**src/rtl/hfg_window_scheduler.sv**
```systemverilog
`default_nettype none
// +----------------------------------------------------------------------------+
// | Module      : hfg_window_scheduler                                         |
// | Description : Frame-level sequencer for the 17x17 Haar feature generator.  |
// |               Steps the detection window across the image in raster order. |
// |               For each window it waits for the integral-image row band,    |
// |               pulses the generator load/run controls, and counts feature   |
// |               writes until the feature buffer (FBR) reports full. It then  |
// |               hands the FBR to the classifier and waits for the ack.       |
// | Revision    : 1.0  initial release                                         |
// +----------------------------------------------------------------------------+
// | Optional feature macro: HFG_WATCHDOG_EN                                    |
// |   defined   : a RUN-phase cycle counter aborts a window after WDOG_CYCLES  |
// |               cycles without iFbr_Full, sets oTimeout and skips handoff.   |
// |   undefined : no counter is built, oTimeout is tied to 0.                  |
// +----------------------------------------------------------------------------+
// | Ports                                                                      |
// |   iClk         in   clock                                                  |
// |   iReset       in   synchronous active-high reset                          |
// |   iStart       in   one-cycle frame start request (honoured in IDLE only)  |
// |   iIIBG_Ready  in   integral-image rows for the current band are present   |
// |   iHfg_Finish  in   generator wrote one feature to FBR this cycle          |
// |   iFbr_Full    in   generator FBR-full flag                                |
// |   iCls_Ack     in   classifier consumed the FBR contents                   |
// |   oHfg_Ready   out  one-cycle load pulse to the generator                  |
// |   oHfg_Run     out  generator run enable                                   |
// |   oWin_X [8:0] out  current window left column                            |
// |   oWin_Y [7:0] out  current window top row                                |
// |   oCls_Req     out  FBR valid for classifier                               |
// |   oBusy        out  frame in progress                                      |
// |   oFrame_Done  out  one-cycle end-of-frame pulse                           |
// |   oCnt_Err     out  sticky: feature count mismatch in some window          |
// |   oTimeout     out  sticky: RUN watchdog expired in some window            |
// +----------------------------------------------------------------------------+

module hfg_window_scheduler #(
   parameter int unsigned IMG_W       = 320,
   parameter int unsigned IMG_H       = 240,
   parameter int unsigned WIN         = 17,
   parameter int unsigned X_STEP      = 1,
   parameter int unsigned Y_STEP      = 1,
   parameter int unsigned FEAT_CNT    = 128,
   parameter int unsigned WDOG_CYCLES = 4096
) (
   input  logic       iClk,
   input  logic       iReset,
   input  logic       iStart,
   input  logic       iIIBG_Ready,
   input  logic       iHfg_Finish,
   input  logic       iFbr_Full,
   input  logic       iCls_Ack,
   output logic       oHfg_Ready,
   output logic       oHfg_Run,
   output logic [8:0] oWin_X,
   output logic [7:0] oWin_Y,
   output logic       oCls_Req,
   output logic       oBusy,
   output logic       oFrame_Done,
   output logic       oCnt_Err,
   output logic       oTimeout
);

   typedef enum logic [2:0] {
      ST_IDLE      = 3'd0,
      ST_WAIT_ROWS = 3'd1,
      ST_LOAD      = 3'd2,
      ST_RUN       = 3'd3,
      ST_HANDOFF   = 3'd4,
      ST_ADVANCE   = 3'd5,
      ST_DONE      = 3'd6
   } state_t;

   // Feature counter is sized to hold FEAT_CNT itself, since it saturates there.
   localparam int unsigned     FC_W    = $clog2(FEAT_CNT + 1);
   localparam logic [FC_W-1:0] FC_MAX  = FC_W'(FEAT_CNT);
   // Last legal window origin in each direction.
   localparam logic [31:0]     X_LIMIT = 32'(IMG_W - WIN);
   localparam logic [31:0]     Y_LIMIT = 32'(IMG_H - WIN);

   state_t          state_q,      state_d;
   logic [8:0]      win_x_q,      win_x_d;
   logic [7:0]      win_y_q,      win_y_d;
   logic [FC_W-1:0] feat_cnt_q,   feat_cnt_d;
   logic            cnt_err_q,    cnt_err_d;
   logic            hfg_ready_q,  hfg_ready_d;
   logic            hfg_run_q,    hfg_run_d;
   logic            cls_req_q,    cls_req_d;
   logic            busy_q,       busy_d;
   logic            frame_done_q, frame_done_d;

   logic [FC_W-1:0] feat_cnt_inc;
   logic [31:0]     x_next;
   logic [31:0]     y_next;
   logic            start_accept;
   logic            wdog_expire;

   assign start_accept = (state_q == ST_IDLE) && iStart;

   // ------------------------------------------------------------------------
   // RUN watchdog (optional)
   // ------------------------------------------------------------------------
`ifdef HFG_WATCHDOG_EN
   localparam int unsigned     WD_W    = $clog2(WDOG_CYCLES + 1);
   localparam logic [WD_W-1:0] WD_LAST = WD_W'(WDOG_CYCLES - 1);

   logic [WD_W-1:0] wdog_q, wdog_d;
   logic            timeout_q, timeout_d;

   // Expiry fires on the WDOG_CYCLES-th RUN cycle; a Full arriving in that
   // same cycle wins and the window is handed off normally.
   assign wdog_expire = (state_q == ST_RUN) && (wdog_q == WD_LAST) && !iFbr_Full;

   always_comb begin
      wdog_d    = wdog_q;
      timeout_d = timeout_q;
      if (state_q == ST_LOAD) begin
         wdog_d = '0;
      end else if ((state_q == ST_RUN) && (wdog_q != WD_LAST)) begin
         wdog_d = wdog_q + WD_W'(1);
      end
      if (start_accept) begin
         timeout_d = 1'b0;
      end else if (wdog_expire) begin
         timeout_d = 1'b1;
      end
   end

   always_ff @(posedge iClk) begin
      if (iReset) begin
         wdog_q    <= '0;
         timeout_q <= 1'b0;
      end else begin
         wdog_q    <= wdog_d;
         timeout_q <= timeout_d;
      end
   end

   assign oTimeout = timeout_q;
`else
   assign wdog_expire = 1'b0;
   assign oTimeout    = 1'b0;
`endif

   // ------------------------------------------------------------------------
   // Sequencer next-state logic
   // ------------------------------------------------------------------------
   always_comb begin
      state_d    = state_q;
      win_x_d    = win_x_q;
      win_y_d    = win_y_q;
      feat_cnt_d = feat_cnt_q;
      cnt_err_d  = cnt_err_q;

      // Finish in the current cycle is counted before any Full check.
      feat_cnt_inc = (iHfg_Finish && (feat_cnt_q != FC_MAX)) ? feat_cnt_q + FC_W'(1)
                                                             : feat_cnt_q;
      x_next = 32'(win_x_q) + 32'(X_STEP);
      y_next = 32'(win_y_q) + 32'(Y_STEP);

      case (state_q)
         ST_IDLE: begin
            if (iStart) begin
               win_x_d   = '0;
               win_y_d   = '0;
               cnt_err_d = 1'b0;
               state_d   = ST_WAIT_ROWS;
            end
         end

         ST_WAIT_ROWS: begin
            if (iIIBG_Ready) begin
               state_d = ST_LOAD;
            end
         end

         ST_LOAD: begin
            feat_cnt_d = '0;
            state_d    = ST_RUN;
         end

         ST_RUN: begin
            feat_cnt_d = feat_cnt_inc;
            if (iFbr_Full) begin
               if (feat_cnt_inc != FC_MAX) begin
                  cnt_err_d = 1'b1;
               end
               state_d = ST_HANDOFF;
            end else if (wdog_expire) begin
               state_d = ST_ADVANCE;
            end
         end

         ST_HANDOFF: begin
            if (cls_req_q && iCls_Ack) begin
               state_d = ST_ADVANCE;
            end
         end

         ST_ADVANCE: begin
            if (x_next <= X_LIMIT) begin
               win_x_d = x_next[8:0];
               state_d = ST_LOAD;
            end else if (y_next <= Y_LIMIT) begin
               // New band: the row buffer must be refilled before loading.
               win_x_d = '0;
               win_y_d = y_next[7:0];
               state_d = ST_WAIT_ROWS;
            end else begin
               state_d = ST_DONE;
            end
         end

         ST_DONE: begin
            state_d = ST_IDLE;
         end

         default: begin
            state_d = ST_IDLE;
         end
      endcase

      // Outputs are registered copies of the state being entered, so each
      // strobe lines up exactly with the cycle its state is occupied.
      hfg_ready_d  = (state_d == ST_LOAD);
      hfg_run_d    = (state_d == ST_RUN);
      cls_req_d    = (state_d == ST_HANDOFF);
      busy_d       = (state_d != ST_IDLE);
      frame_done_d = (state_d == ST_DONE);
   end

   // ------------------------------------------------------------------------
   // Sequencer registers
   // ------------------------------------------------------------------------
   always_ff @(posedge iClk) begin
      if (iReset) begin
         state_q      <= ST_IDLE;
         win_x_q      <= '0;
         win_y_q      <= '0;
         feat_cnt_q   <= '0;
         cnt_err_q    <= 1'b0;
         hfg_ready_q  <= 1'b0;
         hfg_run_q    <= 1'b0;
         cls_req_q    <= 1'b0;
         busy_q       <= 1'b0;
         frame_done_q <= 1'b0;
      end else begin
         state_q      <= state_d;
         win_x_q      <= win_x_d;
         win_y_q      <= win_y_d;
         feat_cnt_q   <= feat_cnt_d;
         cnt_err_q    <= cnt_err_d;
         hfg_ready_q  <= hfg_ready_d;
         hfg_run_q    <= hfg_run_d;
         cls_req_q    <= cls_req_d;
         busy_q       <= busy_d;
         frame_done_q <= frame_done_d;
      end
   end

   assign oHfg_Ready  = hfg_ready_q;
   assign oHfg_Run    = hfg_run_q;
   assign oWin_X      = win_x_q;
   assign oWin_Y      = win_y_q;
   assign oCls_Req    = cls_req_q;
   assign oBusy       = busy_q;
   assign oFrame_Done = frame_done_q;
   assign oCnt_Err    = cnt_err_q;

endmodule

`default_nettype wire

```
**config.mk**
```make
export PLATFORM = sky130hd
export DESIGN_NAME = hfg_window_scheduler
export DESIGN_NICKNAME = d
export VERILOG_FILES = /design/src/rtl/hfg_window_scheduler.sv
export SDC_FILE = /design/constraint.sdc
export NUM_CORES = 1
export LEC_CHECK = 0
export CELL_PAD_IN_SITES_DETAIL_PLACEMENT = 1
export CELL_PAD_IN_SITES_GLOBAL_PLACEMENT = 2
export CORE_UTILIZATION = 34
export DETAILED_ROUTE_END_ITERATION = 10
export GPL_TIMING_DRIVEN = 0
export PLACE_DENSITY_LB_ADDON = 0.1
export SLEW_MARGIN = 20
export SYNTH_ARGS = -nofsm -noshare
export SYNTH_HDL_FRONTEND = slang
export SYNTH_SLANG_ARGS = --single-unit
```
**constraint.sdc**
```tcl
create_clock -name iClk -period 3.6 [get_ports iClk]
set_clock_uncertainty 0.1 [all_clocks]
set_input_delay 0.36 -clock iClk [delete_from_list [all_inputs] [get_ports iClk]]
set_output_delay 0.36 -clock iClk [all_outputs]
set_load 0.02 [all_outputs]
```
# Word level (Yosys, flattened, before mapping)
# Index checks and enable logic that the tools add are counted.
# Widths: inputs -> output; s select.
dict set report totals {
  wordCells 63
  reg_bits 34
}
dict set report op_classes {
  n_lt_le_gt_ge 2
  n_reduce_logical 10
  n_eq_ne 17
  addsub 3
  muxes 21
}
# operator n
set op_table {}
lappend op_table {{$mux 8} 4}
lappend op_table {{$pmux 8 s2} 2}
lappend op_table {{$mux 9} 3}
lappend op_table {{$mux 3} 6}
lappend op_table {{$pmux 3 s6} 1}
lappend op_table {{$pmux 9 s2} 1}
lappend op_table {{$ne 8x8->1 const B} 2}
lappend op_table {{$eq 3x2->1 const B} 4}
lappend op_table {{$eq 3x3->1 const B} 4}
lappend op_table {{$add 9x1->10 const B} 1}
lappend op_table {{$le 10x9->1 const B} 1}
lappend op_table {{$ne 2x2->1 const B} 5}
lappend op_table {{$add 8x1->9 const B} 1}
lappend op_table {{$le 9x8->1 const B} 1}
lappend op_table {{$add 8x1->8 const B} 1}
lappend op_table {{$reduce_and 4->1} 2}
lappend op_table {{$reduce_bool 2->1} 3}
lappend op_table {{$eq 3x1->1 const B} 1}
lappend op_table {{$logic_not 3->1} 1}
lappend op_table {{$mux 1} 3}
lappend op_table {{$ne 3x3->1 const B} 1}
lappend op_table {{$reduce_and 3->1} 1}
lappend op_table {{$reduce_bool 3->1} 1}
lappend op_table {{$logic_and 1x1->1} 2}
lappend op_table {{$pmux 1 s2} 1}

# Longest topological paths before layout
dict set report depth {
  word_depth 7
  mapped_depth 8
}

# Worst setup path before layout
# Ideal clock, no wire load.
dict set report synth_timing {
  path_type {flip-flop to flip-flop}
  from {register win_x_q[0], in the netlist oWin_X[0]}
  to {register win_x_q[8], in the netlist oWin_X[8]}
  arrival_ns 2.203
  slack_ns 1.218
  path_stages_with_launch 8
  required_time_ns 3.420
  setup_time_ns 0.080
  cell_sequence {dfxtp_1 ha_1 a21oi_1 a31o_1 a221oi_2 o211ai_2 or4_1 o211ai_1}
}
dict set report synth_via {
  elab_chain_len 4
}
# element line
set synth_rtl {}
lappend synth_rtl {{start: declaration} 81} ;# logic [8:0] win_x_q, win_x_d;
lappend synth_rtl {{start signal: assignment} 248} ;# win_x_q <= win_x_d;
lappend synth_rtl {{$add 9x1->10 (*)} 157} ;# x_next = 32'(win_x_q) + 32'(X_STEP);
lappend synth_rtl {{$le 10x9->1} 200} ;# if (x_next <= X_LIMIT) begin
lappend synth_rtl {{$ne 3x3->1 (no line) / $mux 9 (equally long branches)} --}
lappend synth_rtl {{$reduce_and 3->1 (no line) / $pmux 9 s2 (equally long branches)} --}
# Every way passes the cells marked *; elsewhere a longest branch is shown, timed or not.
# A chain may end at the register's enable or synchronous reset.

# Worst setup path in the final report
dict set report layout_timing {
  from {register win_x_q[0], in the netlist oWin_X[0]}
  to {register win_x_q[2], in the netlist oWin_X[2]}
}
# The elaborated chain is that of the path after synthesis.

==> metrics.txt <==
Final Critical Period=approximately 2.9 ns; fin nets=313; Core Area=5920 µm²; number of global-route vias before repair=1926; Netlist cell types=slightly above 60; largest fanout on the critical path=9; clock network power share=0.480; die area=approximately 6500 µm²; Overall Global Routing Usage=0.186; status=complete, no violations; Setup WS post-layout=0.715 ns; vias per cell=~5.4; Sw Share=0.236; post-synthesis mux area share=0.0240; max-slew violation count=0; Gates resized, CTS repair=0; CP Data Arrival Time=about 2.9 ns; Cell Int Power=0.000692 W; Worst-Margin Slew=0.893 ns; largest family of logic cells by synthesized area=simple AND/OR/NAND/NOR gates; die height=~80 µm; CTS Hold Bufs=0; DR iter-0 viols=59; worst vdd ir=0.167 mV; postcts setup bufs=0; MaxCap Viol Count=0; Static Leak=0.860 nW; sequential share of power=0.432; Worst-path clk slew=about 0.080 ns; Reg-to-Reg Start=oWin_X[0]$_SDFFE_PP0P_; CTS root buf=clkbuf_8; wire length per cell=between 10 and 15 µm; CP Launch Type=register; Post-Synthesis Cell Area=roughly 2100 µm²; post-synthesis simple-gate area fraction=0.289; Max H-tree Level=2; # IOs=31; hold crit path type=in2reg; HP Start=iReset; maximum clock insertion buffer count=2; Seq/Total Area, Yosys=0.326; post-synthesis average cell area=just under 8 µm²; placed wire-length estimate=between 3 and 4 mm; # clock sinks=34; Remaining Overflow, GRT=0; # diodes=0; post-synth top area share=0.326; Post-Route WL=approximately 5.5 mm; cell area power density=roughly 350 nW/µm²; Vias=slightly above 2000; Synth Area in Adders=0.0360; CP required=3.64 ns; initial antenna violation count=0; DR pass1 iterations=4; Skew-Pair Late Insertion Delay=approximately 0.29 ns; DRC Markers=0; post-synth top area cell=dfxtp_1; Total Neg Setup Slack=0 ns; FMAX=around 350 MHz; Initial Util=0.352; final hold viol count=0; TritonCTS clock tree=done; TritonCTS buffer count=5; Post-synth EDFFs=0; final core occ=0.439; # fillers=738; Die W=80.3 µm; Comb pwr share=0.088; fin crit share=0.801; most common flop cell mapped by yosys=dfxtp_1; WS Path Type=reg2reg; Syn Nets=~280; yosys warns=0; sw power=around 0.00021 W; global-route wire length before repair=approximately 9.3 mm; pin count of the biggest net entering global routing=13; RSZ-0062 raised after global routing=no; Synth area leaders=dfxtp_1 (33%), nand2_1 (5.9%), nor2_1 (4.7%); layout overhead on the synthesized area=24.5%; CP Launch Point=oWin_X[0]$_SDFFE_PP0P_; cell count after synthesis=~270; Synth Area in Compound Gates=0.247; number of synthesized register bits=34; global placement routability congestion=0.740; Rel. slew slack=0.400; asr flop ratio synth=0; pre-CTS WS=slightly above 0.7 ns; Routed Antenna Nets=0; Setup crit end kind=register; Setup violations, final=0; share of layout cells above drive strength 1=0.0897; XOR/XNOR share of the synthesized area=0.0168; PortBufs=28; row count=28
==> layout make-up <==
type,count,area (µm²),area share
multi-input cells,209,1280,0.493
well taps,75,93.8,0.0361
inverters,11,41.3,0.0159
repair buffers,28,280,0.108
flip-flops and latches,34,681,0.262
clock buffers,5,68.8,0.0265
plain buffers,11,82.6,0.0318
clock inverters,3,68.8,0.0265
==> per-stage QoR <==
| step | total power (W) | area (µm²) | hold slack, ns | instances |
|---|---|---|---|---|
| floorplan | 0.000448 | 2090 | 0.358 | 265 |
| global placement | 0.000481 | 2460 | 0.349 | 368 |
| detailed placement | 0.000481 | 2460 | 0.357 | 368 |
| finish | 0.000907 | 2600 | 0.342 | 376 |
| global route | 0.000946 | 2600 | 0.344 | 376 |
| CTS | 0.000921 | 2600 | 0.335 | 376 |
==> worst paths after layout <==
check | cells past startpoint | slack [ns] | end
worst max-delay path | 7 | 0.72 | oWin_X[2]$_SDFFE_PP0P_
worst min register to register | 1 | 0.37 | oCnt_Err$_SDFFE_PP0P_
worst min-delay path | 2 | 0.34 | oBusy$_SDFF_PP0_
worst max register to register | 7 | 0.72 | oWin_X[2]$_SDFFE_PP0P_
==> registers in the layout, summed over array words and instances (netlist names) <==
signal,flops
feat_cnt_q,8
oBusy,1
oHfg_Run,1
oHfg_Ready,1
oCls_Req,1
state_q,3
oFrame_Done,1
oWin_X,9
oCnt_Err,1
oWin_Y,8
==> metal layers <==
metal  routed length (µm)  track usage
met1                 2850        0.247
met2                 2440        0.298
met3                  140       0.0489
met4                   40       0.0429
met5                    0            0
==> worst max-delay path, stage by stage, from the launching register on <==
cell,delay (ns)
dfxtp_1,0.44
ha_1,0.32
a21oi_1,0.10
a31o_1,0.24
a221oi_2,0.38
o211ai_2,0.26
a21oi_1,0.71
o21ai_0,0.19
==> kinds of logic (layout without fill, tap and decap cells) <==
kind of cell               after synthesis  count (layout)
adders and majority gates                6               6
and+or+nand+nor                        116             116
other                                    1               1
DFF                                     34              34
buffers and inverters                   22              58
AOI/OAI and AO/OA                       77              77
muxes                                    5               5
xor gates and xnor gates                 4               4
==> cells in the mapped netlist (3+ instances only) <==
master    number
inv_1         11
ha_1           6
clkbuf_1       4
a31oi_1        5
or4_1          3
nor2_1        26
nand2_1       33
mux2i_1        5
o21ai_0       16
nand3_1       10
nor3_1         6
a211oi_1       3
o22ai_1        5
and2_1         3
or3_1          4
a21oi_1       17
o211ai_1       6
nor4_1         4
dfxtp_1       34
nand4_1        5
nor2b_1        7
o21a_1         3
==> power groups by stage <==
stage	logic [W]	clock network, W	registers (W)
floorplan	0.0000446	0	0.000404
global placement	0.0000803	0	0.000400
detailed placement	0.0000807	0	0.000400
CTS	0.0000811	0.000448	0.000392
global route	0.0000887	0.000465	0.000393
finish	0.0000799	0.000435	0.000391
==> cell usage in the layout (no fill, tap or decap), types with 3 or more instances in the layout <==
cell | synthesis | layout
nor2b_1 | 7 | 7
o21a_1 | 3 | 3
nor4_1 | 4 | 4
nand2_1 | 33 | 33
a211oi_1 | 3 | 3
o22ai_1 | 5 | 5
or3_1 | 4 | 4
inv_1 | 11 | 11
clkbuf_1 | 4 | 4
nor3_1 | 6 | 6
clkdlybuf4s50_1 | 0 | 28
clkbuf_8 | 2 | 7
nand3_1 | 10 | 10
nor2_1 | 26 | 26
mux2i_1 | 5 | 5
o21ai_0 | 16 | 16
dfxtp_1 | 34 | 34
a31oi_1 | 5 | 5
nand4_1 | 5 | 5
o211ai_1 | 6 | 6
and2_1 | 3 | 3
or4_1 | 3 | 3
a21oi_1 | 17 | 17
ha_1 | 6 | 6
Power figures use the tool's default switching activity.
